File: config.mk
export PLATFORM = sky130hd
export DESIGN_NAME = word_seq_adder_flat
export DESIGN_NICKNAME = d
export VERILOG_FILES = /design/src/rtl/word_seq_adder_if.sv /design/src/rtl/word_seq_adder.sv /design/src/flat_wrapper.sv
export SDC_FILE = /design/constraint.sdc
export NUM_CORES = 1
export LEC_CHECK = 0
export ABC_AREA = 0
export BUFFER_PORTS_ARGS = -buffer_cell sky130_fd_sc_hd__buf_2
export CELL_PAD_IN_SITES_DETAIL_PLACEMENT = 2
export CELL_PAD_IN_SITES_GLOBAL_PLACEMENT = 2
export CORE_MARGIN = 3
export CORE_UTILIZATION = 37
export CTS_CLUSTER_DIAMETER = 100
export DETAILED_ROUTE_END_ITERATION = 8
export PLACE_DENSITY_LB_ADDON = 0.1
export SYNTH_ARGS = -nofsm -noshare
export SYNTH_HDL_FRONTEND = slang
export SYNTH_SLANG_ARGS = --single-unit
File: constraint.sdc
create_clock -name clk -period 4.1 [get_ports clk]
set_clock_uncertainty 0.1 [all_clocks]
set_input_delay 0.205 -clock clk [delete_from_list [all_inputs] [get_ports clk]]
set_output_delay 0.205 -clock clk [all_outputs]
set_load 0.01 [all_outputs]
File: src/rtl/word_seq_adder_if.sv
// word_seq_adder operand/result handshake bundle.
// master = producer/consumer side, slave = controller.
interface word_seq_adder_if #(
  parameter int NBYTES = 4
);
  localparam int W = 8 * NBYTES;

  logic         in_valid;
  logic         in_ready;
  logic [W-1:0] a;
  logic [W-1:0] b;
  logic         sub;
  logic         cin;
  logic         out_valid;
  logic         out_ready;
  logic [W-1:0] sum;
  logic         cout;
  logic         ovf;
  logic         zero;

  modport master (
    output in_valid, a, b, sub, cin, out_ready,
    input  in_ready, out_valid, sum, cout, ovf, zero
  );

  modport slave (
    input  in_valid, a, b, sub, cin, out_ready,
    output in_ready, out_valid, sum, cout, ovf, zero
  );
endinterface

File: src/rtl/word_seq_adder.sv
// Byte-serial word adder/subtractor: one 8-bit slice,
// LSB byte first, carry chained through a register.
module word_seq_adder #(
  parameter int NBYTES = 4
) (
  input  logic                  clk,
  input  logic                  rst,
  word_seq_adder_if.slave       bus
);
  localparam int IW = (NBYTES > 1) ? $clog2(NBYTES) : 1;

  typedef enum logic [1:0] {
    IDLE,
    RUN,
    DONE
  } state_t;

  state_t state;

  logic [NBYTES-1:0][7:0] a_q;
  logic [NBYTES-1:0][7:0] b_q;
  logic [NBYTES-1:0][7:0] sum_q;
  logic [NBYTES-1:0][7:0] sum_nx;
  logic                   sub_q;
  logic                   carry;
  logic [IW-1:0]          idx;
  logic                   cout_q;
  logic                   ovf_q;
  logic                   zero_q;
  logic                   oval_q;

  logic [7:0] a_byte;
  logic [7:0] b_byte;
  logic [7:0] s;
  logic       c;
  logic       last;

  // Slice inputs for the current byte and the word with it merged in.
  always_comb begin
    a_byte      = a_q[idx];
    b_byte      = b_q[idx] ^ {8{sub_q}};
    {c, s}      = {1'b0, a_byte} + {1'b0, b_byte} + {8'd0, carry};
    sum_nx      = sum_q;
    sum_nx[idx] = s;
    last        = (idx == IW'(NBYTES - 1));
  end

  // Control FSM, byte sequencing and registered result/flags.
  always_ff @(posedge clk or posedge rst) begin
    if (rst) begin
      state  <= IDLE;
      a_q    <= '0;
      b_q    <= '0;
      sum_q  <= '0;
      sub_q  <= 1'b0;
      carry  <= 1'b0;
      idx    <= '0;
      cout_q <= 1'b0;
      ovf_q  <= 1'b0;
      zero_q <= 1'b0;
      oval_q <= 1'b0;
    end else begin
      unique case (state)
        IDLE: begin
          if (bus.in_valid) begin
            a_q   <= bus.a;
            b_q   <= bus.b;
            sub_q <= bus.sub;
            carry <= bus.cin ^ bus.sub;
            idx   <= '0;
            sum_q <= '0;
            state <= RUN;
          end
        end
        RUN: begin
          sum_q <= sum_nx;
          carry <= c;
          if (last) begin
            cout_q <= c;
            ovf_q  <= (a_byte[7] == b_byte[7]) &&
                      (s[7] != a_byte[7]);
            zero_q <= (sum_nx == '0);
            oval_q <= 1'b1;
            state  <= DONE;
          end else begin
            idx <= idx + 1'b1;
          end
        end
        DONE: begin
          if (bus.out_ready) begin
            oval_q <= 1'b0;
            state  <= IDLE;
          end
        end
        default: state <= IDLE;
      endcase
    end
  end

  assign bus.in_ready  = (state == IDLE) && !rst;
  assign bus.out_valid = oval_q;
  assign bus.sum       = sum_q;
  assign bus.cout      = cout_q;
  assign bus.ovf       = ovf_q;
  assign bus.zero      = zero_q;
endmodule

File: src/flat_wrapper.sv
// flat-port wrapper written by rule: the top's interface ports become plain ports
module word_seq_adder_flat 
#(
  parameter int NBYTES = 4
)
  (clk, rst, bus_in_valid, bus_a, bus_b, bus_sub, bus_cin, bus_out_ready, bus_in_ready, bus_out_valid, bus_sum, bus_cout, bus_ovf, bus_zero);
  word_seq_adder_if #(.NBYTES(NBYTES)) bus_i ();
  input  logic clk;
  input  logic rst;
  input wire logic [$bits(bus_i.in_valid)-1:0] bus_in_valid;
  input wire logic [$bits(bus_i.a)-1:0] bus_a;
  input wire logic [$bits(bus_i.b)-1:0] bus_b;
  input wire logic [$bits(bus_i.sub)-1:0] bus_sub;
  input wire logic [$bits(bus_i.cin)-1:0] bus_cin;
  input wire logic [$bits(bus_i.out_ready)-1:0] bus_out_ready;
  output wire logic [$bits(bus_i.in_ready)-1:0] bus_in_ready;
  output wire logic [$bits(bus_i.out_valid)-1:0] bus_out_valid;
  output wire logic [$bits(bus_i.sum)-1:0] bus_sum;
  output wire logic [$bits(bus_i.cout)-1:0] bus_cout;
  output wire logic [$bits(bus_i.ovf)-1:0] bus_ovf;
  output wire logic [$bits(bus_i.zero)-1:0] bus_zero;
  assign bus_i.in_valid = bus_in_valid;
  assign bus_i.a = bus_a;
  assign bus_i.b = bus_b;
  assign bus_i.sub = bus_sub;
  assign bus_i.cin = bus_cin;
  assign bus_i.out_ready = bus_out_ready;
  assign bus_in_ready = bus_i.in_ready;
  assign bus_out_valid = bus_i.out_valid;
  assign bus_sum = bus_i.sum;
  assign bus_cout = bus_i.cout;
  assign bus_ovf = bus_i.ovf;
  assign bus_zero = bus_i.zero;
  word_seq_adder #(.NBYTES(NBYTES)) u_core (.clk(clk), .rst(rst), .bus(bus_i));
endmodule
; ---- Word level (Yosys, flattened, before mapping)
; Index checks and enable logic that the tools add are counted.
; W data, S select, Z words.
[totals]
register_bits = 106
out_inout_bits = 37
inputBits = 70
word_cells = 71
[classes]
n_reduce_logical = 14
n_mux = 21
magnitude_cmp = 2
eq_ne = 9
addsub = 3
bitwise = 2
[op_table]
columns = operator, n
row1 = $pmux W32 S2, 1
row2 = $bmux W8 S2, 2
row3 = $bwmux W32, 1
row4 = $logic_not A32 Y1, 1
row5 = $mux W32, 1
row6 = $mux W8, 3
row7 = $demux W8 S2, 1
row8 = $mux W2, 5
row9 = $add A8 B8 Y9, 1
row10 = $add A9 B1 Y9, 1
row11 = $reduce_and A3 Y1, 3
row12 = $xor A8 B8 Y8, 1
row13 = $ne A2 B2 Y1 const B, 3
row14 = $pmux W2 S3, 1
row15 = $reduce_and A2 Y1, 3
row16 = $eq A2 B2 Y1 const B, 2
row17 = $pmux W1 S2, 2
row18 = $pmux W2 S2, 1
row19 = $reduce_bool A2 Y1, 2
row20 = $logic_and A1 B1 Y1, 3
row21 = $lt A2 B3 Y1 const B, 1
row22 = $mux W1, 3
row23 = $add A2 B1 Y2 const B, 1
row24 = $eq A2 B1 Y1 const B, 1
row25 = other kinds (7), 7

; ---- Logic depth before layout (Yosys ltp)
; Gate-level depths: netlist (run 1).
[logic_depth]
depth_word = 7
mapped_depth = 13
mapped_depth_nobuf = 11

; ---- Least setup slack after synthesis (run 1)
; OpenSTA, ideal clock, no wires.
[synth_timing]
path_kind = flip-flop to flip-flop
start = reg u_core.idx[0]
end = reg u_core.sum_q, in the netlist u_core.bus.sum[14]
required_time_ns = 3.879
setup_time_ns = 0.121
n_path_buf = 2
path_stages_with_launch = 14
synth_period_minus_slack_ns = 3.491
t_arrival_ns = 3.270
slack_ns = 0.609
cell_sequence = dfrtp_1 buf_2 buf_4 mux4_2 xnor2_1 fa_1 fa_1 nor2b_1 o31a_1 o21ai_1 nand2b_1 xnor2_1 nor2_1 a22o_1
[synth_via]
elab_chain_len = 7
elab_cells_between_ends = 14
classes_between = add/sub: 2 / order compare: 2 / mux: 8 / bitwise: 1 / reduce/logical: 1
[synth_rtl]
columns = item, line
row1 = from (decl), word_seq_adder.sv:26  ; logic [IW-1:0] idx;
row2 = from (signal assigned), word_seq_adder.sv:86  ; idx <= idx + 1'b1;
row3 = $bmux W8 S2, word_seq_adder.sv:41  ; b_byte = b_q[idx] ^ {8{sub_q}};
row4 = $mux W8 (not written as such), word_seq_adder.sv:41
row5 = $xor A8 B8 Y8, word_seq_adder.sv:41
row6 = $add A8 B8 Y9, word_seq_adder.sv:42  ; {c, s} = {1'b0, a_byte} + {1'b0, b_byte} + {8'd0, carry};
row7 = $add A9 B1 Y9, word_seq_adder.sv:42
row8 = $bwmux W32 *, word_seq_adder.sv:44  ; sum_nx[idx] = s;
row9 = $pmux W32 S2 *, word_seq_adder.sv:63  ; unique case (state)
row10 = to (signal assigned), word_seq_adder.sv:76  ; sum_q <= sum_nx;
row11 = to (decl), word_seq_adder.sv:22  ; logic [NBYTES-1:0][7:0] sum_q;
; Mark *: on every way between the ends. The rest lies on a longest branch, timed or not. The select of a mux whose other input is x is not followed.
; A chain may end at the register's enable or synchronous reset.

; ---- Worst setup path after layout (run 1)
[layout_timing]
start = reg u_core.idx[0]
end = reg u_core.sum_q, in the netlist u_core.bus.sum[30]
; The elaborated chain is that of the path after synthesis.

==> results of run 1 <==
-- final timing paths --
kind / startpoint / end
hold / removal: rst / u_core.a_q[31]$_DFFE_PP0P_
min in group clk: bus_b[3] / u_core.b_q[3]$_DFFE_PP0P_
max in group asynchronous: rst / u_core.bus.sum[15]$_DFFE_PP0P_
setup reg to reg: u_core.idx[0]$_DFFE_PP0P_ / u_core.bus.sum[30]$_DFFE_PP0P_
setup / recovery: u_core.idx[0]$_DFFE_PP0P_ / u_core.bus.sum[30]$_DFFE_PP0P_
hold reg to reg: u_core.a_q[2]$_DFFE_PP0P_ / u_core.a_q[2]$_DFFE_PP0P_
-- metrics by stage --
| stage | utilization | area, sq um |
|---|---|---|
| final | 0.5144 | 6624 |
| after global routing | 0.5144 | 6624 |
| after CTS | 0.5137 | 6614 |
| after detailed placement | 0.4410 | 5678 |
| after global placement | 0.4410 | 5678 |
| after floorplan | - | 4989 |
-- power groups by stage --
| stage | clock network, uW | logic [uW] | registers, uW |
|---|---|---|---|
| 2_1_floorplan | 0 | 2950 | 1770 |
| 6_report | 902 | 4210 | 1850 |
| 4_1_cts | 924 | 4190 | 1830 |
| 5_1_grt | 972 | 4630 | 1910 |
| 3_5_place_dp | 0 | 4120 | 1850 |
| 3_3_place_gp | 0 | 3960 | 1810 |
-- registers in the layout, summed over array words and instances (netlist names), 2 cells and up --
name and flops:
u_core.a_q 32, u_core.b_q 32, u_core.bus.sum 32, u_core.idx 2
u_core.state 2
-- synthesized netlist by cell type (2+ instances only) --
cell type and count:
nor3_1 6, buf_4 2, ha_1 11, nor3b_1 2, mux4_2 16, buf_2 11
xnor2_1 4, a21oi_2 3, xor2_1 11, fa_1 2, nand3_1 2, a21o_1 2
nor2_1 8, nor4_1 4, inv_1 7, nor2b_1 3, nand2b_1 3, a21oi_1 8
o21ai_1 12, dfrtp_1 106, nand2_1 25, a22o_1 20, mux2_1 65, o21ai_0 10
and2_1 3, inv_2 2, mux2_2 2, clkbuf_1 6
-- area by class of cell --
cell class                      instances  area (sq um)  share of cell area
Sequential cell                       106          2653              0.4005
Clock buffer                           13         270.3             0.04080
Multi-Input combinational cell        236          2198              0.3319
Inverter                                9         36.28            0.005478
Timing Repair Buffer                  176          1216              0.1836
Clock inverter                          2         35.03            0.005289
Tap cell                              172         215.2             0.03249
-- worst max-delay path: stages (launching register included) --
cell      delay (ns)
dfrtp_1         0.39
buf_4           0.38
mux4_2          0.57
xor2_1          0.24
inv_2           0.07
fa_1            0.48
nor2b_1         0.18
o31a_1          0.18
o21ai_1         0.08
nand2b_1        0.14
xnor2_1         0.09
nor2_1          0.31
a22o_1          0.20
-- cells by family (layout without fill, tap and decap cells) --
group,Yosys count,after routing,synth area share
adder cells (fa/ha/maj),14,14,0.03787
flip-flops,106,106,0.5317
XOR/XNOR,15,15,0.02633
buffers and inverters,30,200,0.02859
AND/OR/NAND/NOR,62,62,0.06371
AO/OA/AOI/OAI,62,62,0.08829
multiplexers,83,83,0.2235
-- layer usage --
layer / part of all wire / up-vias / routed length [um] / global-route usage
li1: - / 1679 / - / -
met1: 0.39 / 1904 / 5960 / 0.2465
met2: 0.56 / 81 / 8576 / 0.4151
met3: 0.037 / 19 / 566 / 0.04921
met4: 0.017 / 0 / 261 / 0.06088
met5: 0 / - / 0 / 0
-- what timing repair did --
action | CTS | global route
hold buffers | 63 | 1
hold endpoints to repair | 63 | 1
buffers inserted | 0 | 0
gates resized for setup | 0 | 0
==> summary.txt, run 1 <==
Outcome
  – Status: complete, but fails checks
  – Failing checks: hold timing

Synth
  – Main flop type after synthesis: dfrtp_1
  – Syn Nets: ~460
  – Synthesized cell area: roughly 0.0050 sq mm
  – Number of synthesized flops with an enable pin: 0
  – Netlist cell types: 44
  – Mean Syn Cell Area: between 10 and 15 sq um
  – Yosys warning total: 0
  – Post-synth ARST share: 1.000
  – Post-synth top area cell: dfrtp_1
  – Post-synth top area share: 0.5317
  – Register area share after synthesis: 0.5317
  – Top cells by area, synth: dfrtp_1 53%, mux2_1 15%, mux4_2 7.2%
  – Synth Instances: 372
  – #FFs+latches synth: 106

Finish
  – # fillers: between 1000 and 1500
  – Non-Filler Instances: 714
  – Layout cells sized above 1: 0.2915
  – Syn-to-layout area delta: 32.78%
  – Fin nets: 621
  – Diodes inserted: 0
  – Commonest non-fill, non-tap cells in the layout: 106 x buf_2, 106 x dfrtp_1, 65 x mux2_1

Route
  – DRC viols: 0
  – Vias post-DR: between 3000 and 4000
  – Detailed-route vias per instance: 5.158
  – Routed wire per std cell: approximately 22 um
  – DRT antenna net count: 0
  – Drt first-iter violations: approximately 130
  – Drt total wl: around 15000 um
  – 1st-pass router iterations: 4

Placement
  – Setup Slack @ Placement: roughly 0.65 ns
  – Buffers on Ports: around 110
  – Detailed Place HPWL: roughly 9500 um
  – Gp weighted congestion: roughly 0.75
  – Dpl cells: around 640

Clocking
  – Clock Path Buffers: 2
  – Clock Sinks: approximately 110
  – Num CTS Buffers: 9
  – CTS tree: built
  – # H-tree levels: 3
  – Skew-Pair Late Insertion Delay: around 0.36 ns
  – Clock transition at path regs: roughly 0.070 ns
  – Root Driver: clkbuf_16

Global route
  – GRT overflow: 0
  – Number of global-route vias before repair: 4291
  – Tot GR Track Use: 0.2195
  – First-pass GRT wire length: roughly 24000 um
  – Largest net degree at the start of global routing: 79
  – Initial antenna violation count: 0

Die
  – Starting density of the core: 0.3874
  – Die height: roughly 120 um
  – Boundary Pins: about 110
  – Die X-Extent: 122.1 um
  – Core area: about 0.013 sq mm
  – # rows: 41
  – Full die area: 0.01491 sq mm

Power and ir drop
  – Sw Ratio: 0.4459
  – P_sw: between 3000 and 4000 uW
  – Final Total Pwr: 6961 uW
  – P per Cell Area: approximately 1100 mW/mm^2
  – Logic gate share of total power: 0.605
  – Clk pwr share: 0.130
  – Leakage dissipation: between 0.003 and 0.004 uW
  – Reg power frac: 0.265
  – Max VDD drop: about 0.49 mV
  – P_int: slightly below 4000 uW

Critical path
  – R2R Setup Slk: between 0.6 and 0.7 ns
  – Worst EP arrival: between 3 and 4 ns
  – WS Path Type: flop to flop
  – Worst reg2reg path depth: 12
  – Critical path peak fanout: 19
  – Nature of the critical path endpoint: flop
  – Worst Path Required: 4.29 ns
  – Startpoint types: flop

Timing
  – Max-slew violations: 0
  – WHS: -0.0003546 ns
  – Fmax: around 290 MHz
  – Max-slew headroom: 0.3416
  – Unrepaired setup endpoints after global routing: false
  – Final period util: 0.8497
  – Fin. Hold Viols: 2
  – Worst-Margin Slew: 0.9877 ns
  – Setup ws final: slightly above 0.6 ns
  – Sum Neg Setup Slack: 0 ns
  – Final worst path period need: between 3 and 4 ns
  – Final setup viols: 0

Job
  – Max Cap Violations: 0

Worst hold path
  – Worst Hold Class: primary input to asynchronous set/reset pin
Power figures use the tool's default switching activity.
==> inputs of run 2 (changes only) <==
==> constraint.sdc (replaced) <==
create_clock -name clk -period 3.36 [get_ports clk]
set_clock_uncertainty 0.1 [all_clocks]
set_input_delay 0.168 -clock clk [delete_from_list [all_inputs] [get_ports clk]]
set_output_delay 0.168 -clock clk [all_outputs]
set_load 0.01 [all_outputs]
==> summary.txt, run 2 (synthesis results as in run 1) <==
Critical path
  – Worst Path Required: between 3 and 4 ns
  – Worst reg2reg path depth: 12
  – Reg-to-reg critical path startpoint: u_core.idx[0]$_DFFE_PP0P_
  – Startpoint types: flop
  – WS Path Type: flop to flop
  – FF-to-FF End: u_core.bus.cout$_DFFE_PP0P_
  – CP Cell Sequence: buf_6 -> mux4_2 -> inv_1 -> fa_2 -> fa_2 -> nor2b_2 -> o31a_1 -> o21ai_1 -> nand2b_1 -> a21o_1 -> a21oi_1 -> o21ai_1
  – CP top delay family: compound AO/OA/AOI/OAI gates
  – Critical path peak fanout: 9
  – Slowest-stage cell, CP: mux4_2
  – Nature of the critical path endpoint: flop
  – Worst EP arrival: approximately 3.3 ns
  – Worst Path Buf+Inv: 2
  – R2R Setup Slk: 0.16 ns
  – CP max stage delay: roughly 0.54 ns

Timing
  – Max-slew violations: 0
  – Sum Neg Setup Slack: 0 ns
  – Max-slew headroom: 0.5196
  – Unrepaired setup endpoints after global routing: false
  – Final worst path period need: around 3.2 ns
  – Worst-Margin Slew: between 0.7 and 0.8 ns
  – Fmax: 312.9 MHz
  – Fin. Hold Viols: 0
  – Final period util: 0.9510
  – Final setup viols: 0

Clocking
  – Clock Sinks: 106
  – Clock transition at path regs: about 0.070 ns
  – CTS tree: built
  – Root Driver: clkbuf_16
  – Setup bufs post-CTS: 0
  – Clock Path Buffers: 2
  – # H-tree levels: 3
  – Num CTS Buffers: 9
  – Skew-Pair Late Insertion Delay: 0.36 ns

Worst hold path
  – Hold Crit Depth: 4
  – Worst Hold Class: primary input to flop
  – Hold Path Sink: u_core.carry$_DFFE_PP0P_
  – Hold Startpoint: bus_cin

Finish
  – Syn-to-layout area delta: 34.34%
  – Fin nets: approximately 630
  – Layout cells sized above 1: 0.3098
  – Diodes inserted: 0
  – Commonest non-fill, non-tap cells in the layout: 106 x buf_2, 106 x dfrtp_1, 67 x dlygate4sd3_1

Global route
  – Tot GR Track Use: 0.2340
  – Largest net degree at the start of global routing: 57
  – First-pass GRT wire length: ~26000 um
  – GRT overflow: 0
  – Number of global-route vias before repair: about 4400
  – Initial antenna violation count: 0

Die
  – Die height: around 120 um
  – Die X-Extent: ~120 um
  – # rows: between 40 and 50
  – Core area: 0.01288 sq mm
  – Starting density of the core: 0.3874
  – Full die area: around 0.015 sq mm
  – Boundary Pins: between 100 and 150

Route
  – Routed wire per std cell: 22.46 um
  – DRC viols: 0
  – Drt total wl: around 16000 um
  – Drt first-iter violations: around 150
  – Vias post-DR: 3786
  – 1st-pass router iterations: 4
  – Detailed-route vias per instance: between 5 and 6
  – DRT antenna net count: 0

Job
  – Max Cap Violations: 0

Placement
  – Buffers on Ports: roughly 110
  – Gp weighted congestion: slightly above 0.8
  – Detailed Place HPWL: ~10000 um

Outcome
  – Status: completed
run 2: changes by cell type in the layout (fill, tap and decap cells not counted), sizes merged:
| cell | before | now |
|---|---|---|
| buf | 112 | 119 |
| clkinv | 1 | 3 |
| dlygate4sd3 | 64 | 67 |
| bufinv | 1 | 0 |
| clkbuf | 13 | 12 |
run 2: layout make-up:
class | count | area (sq um)
Clock buffer | 12 | 256.5
Timing Repair Buffer | 186 | 1303
Inverter | 9 | 36.28
Multi-Input combinational cell | 236 | 2223
Sequential cell | 106 | 2653
Tap cell | 172 | 215.2
Fill cell | 1267 | 6175
Clock inverter | 3 | 15.01
run 2: what timing repair did:
action | 4_1_cts | 5_1_grt
hold buffers | 67 | 0
gates resized for setup | 0 | 7
endpoints found under the hold margin | 120 | 0
endpoints found under the setup margin | 0 | 15
run 2: worst max path at each step:
stage,from,to,depth (start not counted)
5_1_grt,u_core.idx[0]$_DFFE_PP0P_,u_core.bus.zero$_DFFE_PP0P_,11
3_3_place_gp,u_core.idx[0]$_DFFE_PP0P_,u_core.bus.sum[22]$_DFFE_PP0P_,11
4_1_cts,u_core.idx[0]$_DFFE_PP0P_,u_core.bus.sum[30]$_DFFE_PP0P_,11
6_report,u_core.idx[0]$_DFFE_PP0P_,u_core.bus.cout$_DFFE_PP0P_,12
3_5_place_dp,u_core.idx[0]$_DFFE_PP0P_,u_core.bus.sum[30]$_DFFE_PP0P_,11
2_1_floorplan,u_core.idx[0]$_DFFE_PP0P_,u_core.bus.sum[22]$_DFFE_PP0P_,13
run 2: metal layers:
layer	part of all wire	vias up	wire length, um	track usage
li1	-	1703	-	-
met1	0.40	1992	6524	0.2699
met2	0.55	76	9019	0.4434
met3	0.028	15	450	0.03296
met4	0.016	0	265	0.07628
met5	0	-	0	0
run 2: metrics by stage:
step	cell area, sq um	instances	hold slack, ns	worst slack (ns)	util
global route	6701	724	0.2674	0.008184	0.5205
floorplan	4999	372	0.2027	0.02819	-
detailed placement	5731	642	0.2502	0.1145	0.4450
finish	6701	724	0.2150	0.1646	0.5205
global placement	5731	642	0.2427	0.2021	0.4450
CTS	6673	724	0.2075	0.1050	0.5182
run 2: worst min-delay path: stages:
cell     delay, ns
buf_2         0.10
xor2_1        0.08
a21oi_1       0.19
o21ai_1       0.09
Power of run 2 is not shown: default switching activity piles up to over one toggle a cycle in this logic, so the estimate is an artifact.
==> inputs of run 3 (changes only) <==
==> constraint.sdc (replaced) <==
create_clock -name clk -period 3.36 [get_ports clk]
set_clock_uncertainty 0.1 [all_clocks]
set_input_delay 0.672 -clock clk [delete_from_list [all_inputs] [get_ports clk]]
set_output_delay 0.672 -clock clk [all_outputs]
set_load 0.01 [all_outputs]
==> summary.txt, run 3 (synthesis results as in run 1) <==
Global route
  – Initial antenna violation count: 0
  – First-pass GRT wire length: around 22000 um
  – Tot GR Track Use: 0.1912
  – Number of global-route vias before repair: around 4000
  – GRT overflow: 0
  – Largest net degree at the start of global routing: 107

Route
  – Drt total wl: 13230 um
  – Drt first-iter violations: between 200 and 250
  – Detailed-route vias per instance: ~5.3
  – Routed wire per std cell: approximately 20 um
  – DRC viols: 0
  – 1st-pass router iterations: 4
  – Vias post-DR: 3430
  – DRT antenna net count: 0

Critical path
  – Worst EP arrival: ~3.3 ns
  – Critical path peak fanout: 9
  – Startpoint types: flop
  – Worst Path Required: approximately 3.5 ns
  – CP Cell Sequence: buf_4 -> mux4_2 -> xor2_1 -> inv_2 -> fa_1 -> nor2b_1 -> o31a_1 -> o21ai_1 -> nand2b_1 -> xnor2_1 -> nor2_2 -> a22o_1
  – Nature of the critical path endpoint: flop
  – CP max stage delay: 0.53 ns
  – R2R Setup Slk: about 0.21 ns
  – Slowest-stage cell, CP: mux4_2
  – WS Path Type: flop to flop

Placement
  – Dpl cells: 639
  – Detailed Place HPWL: ~10000 um
  – Gp weighted congestion: ~0.77
  – Buffers on Ports: between 100 and 150
  – Setup Slack @ Placement: about 0.11 ns

Clocking
  – Num CTS Buffers: 9
  – # H-tree levels: 3
  – Root Driver: clkbuf_16
  – CTS tree: built
  – CTS Hold Buffers Added: 0
  – Clock Path Buffers: 2
  – Skew-Pair Late Insertion Delay: approximately 0.35 ns
  – Clock Sinks: between 100 and 150
  – Clock transition at path regs: around 0.06 ns

Die
  – Starting density of the core: 0.3874
  – Boundary Pins: 107
  – Core area: between 0.01 and 0.015 sq mm
  – Die height: about 120 um
  – Die X-Extent: about 120 um
  – Full die area: 0.01491 sq mm
  – # rows: 41

Timing
  – Worst-Margin Slew: just under 0.7 ns
  – Final worst path period need: 3.147 ns
  – Final setup viols: 0
  – Max-slew headroom: 0.5432
  – Fmax: approximately 320 MHz
  – Setup ws final: 0.2133 ns
  – Sum Neg Setup Slack: 0 ns
  – Fin. Hold Viols: 0
  – Final period util: 0.9365
  – Max-slew violations: 0
  – Unrepaired setup endpoints after global routing: false

Finish
  – Syn-to-layout area delta: 20.27%
  – Commonest non-fill, non-tap cells in the layout: 106 x buf_2, 106 x dfrtp_1, 65 x mux2_1
  – Diodes inserted: 0
  – Non-Filler Instances: between 600 and 700
  – Fin nets: 561
  – Fin util: 0.4659
  – Layout cells sized above 1: 0.3354

Job
  – Max Cap Violations: 0

Outcome
  – Status: completed

Worst hold path
  – Worst Hold Class: primary input to asynchronous set/reset pin
run 3: area by class of cell:
class                   count  area (sq um)
well taps                 172         215.2
flip-flops and latches    106          2653
repair buffers            116         630.6
multi-input cells         236          2203
fillers                  1320          6877
clock buffers              13         260.3
inverters                   9         37.54
run 3: path summary, 6_finish.rpt:
path | start | end | cells after the start
hold / removal | rst | u_core.bus.out_valid$_DFFE_PP0P_ | 3
max in group asynchronous | rst | u_core.sub_q$_DFFE_PP0P_ | 3
setup / recovery | u_core.idx[0]$_DFFE_PP0P_ | u_core.bus.sum[14]$_DFFE_PP0P_ | 12
hold reg to reg | u_core.a_q[9]$_DFFE_PP0P_ | u_core.a_q[9]$_DFFE_PP0P_ | 1
min in group clk | u_core.a_q[9]$_DFFE_PP0P_ | u_core.a_q[9]$_DFFE_PP0P_ | 1
setup reg to reg | u_core.idx[0]$_DFFE_PP0P_ | u_core.bus.sum[14]$_DFFE_PP0P_ | 12
run 3: timing repair:
action	4_1_cts	5_1_grt
resized for setup	0	2
setup buffers	0	0
setup endpoints to repair	0	4
hold endpoints to repair	0	0
run 3: through the flow:
stage	cell area [sq um]	hold WS, ns
after detailed placement	5734	0.3747
after CTS	5995	0.3915
final	6000	0.3545
after global placement	5734	0.3635
after floorplan	5002	0.3524
after global routing	6000	0.4157
run 3: routing by layer:
metal | share of wire | global-route usage | vias to the layer above
li1 | - | - | 1551
met1 | 0.42 | 0.2344 | 1797
met3 | 0.038 | 0.04271 | 13
met4 | 0.013 | 0.05668 | 0
met5 | 0 | 0 | -
met2 | 0.53 | 0.3370 | 69
run 3: worst max-delay path: cells and delay by family (launching register included):
| family | cells | cell delay, ns |
|---|---|---|
| DFF | 1 | 0.39 |
| AOI/OAI and AO/OA | 3 | 0.48 |
| muxes | 1 | 0.53 |
| xor gates and xnor gates | 2 | 0.38 |
| buffers and inverters | 2 | 0.30 |
| adders and majority gates | 1 | 0.45 |
| and+or+nand+nor | 3 | 0.40 |
Power of run 3 is left out for the same reason.
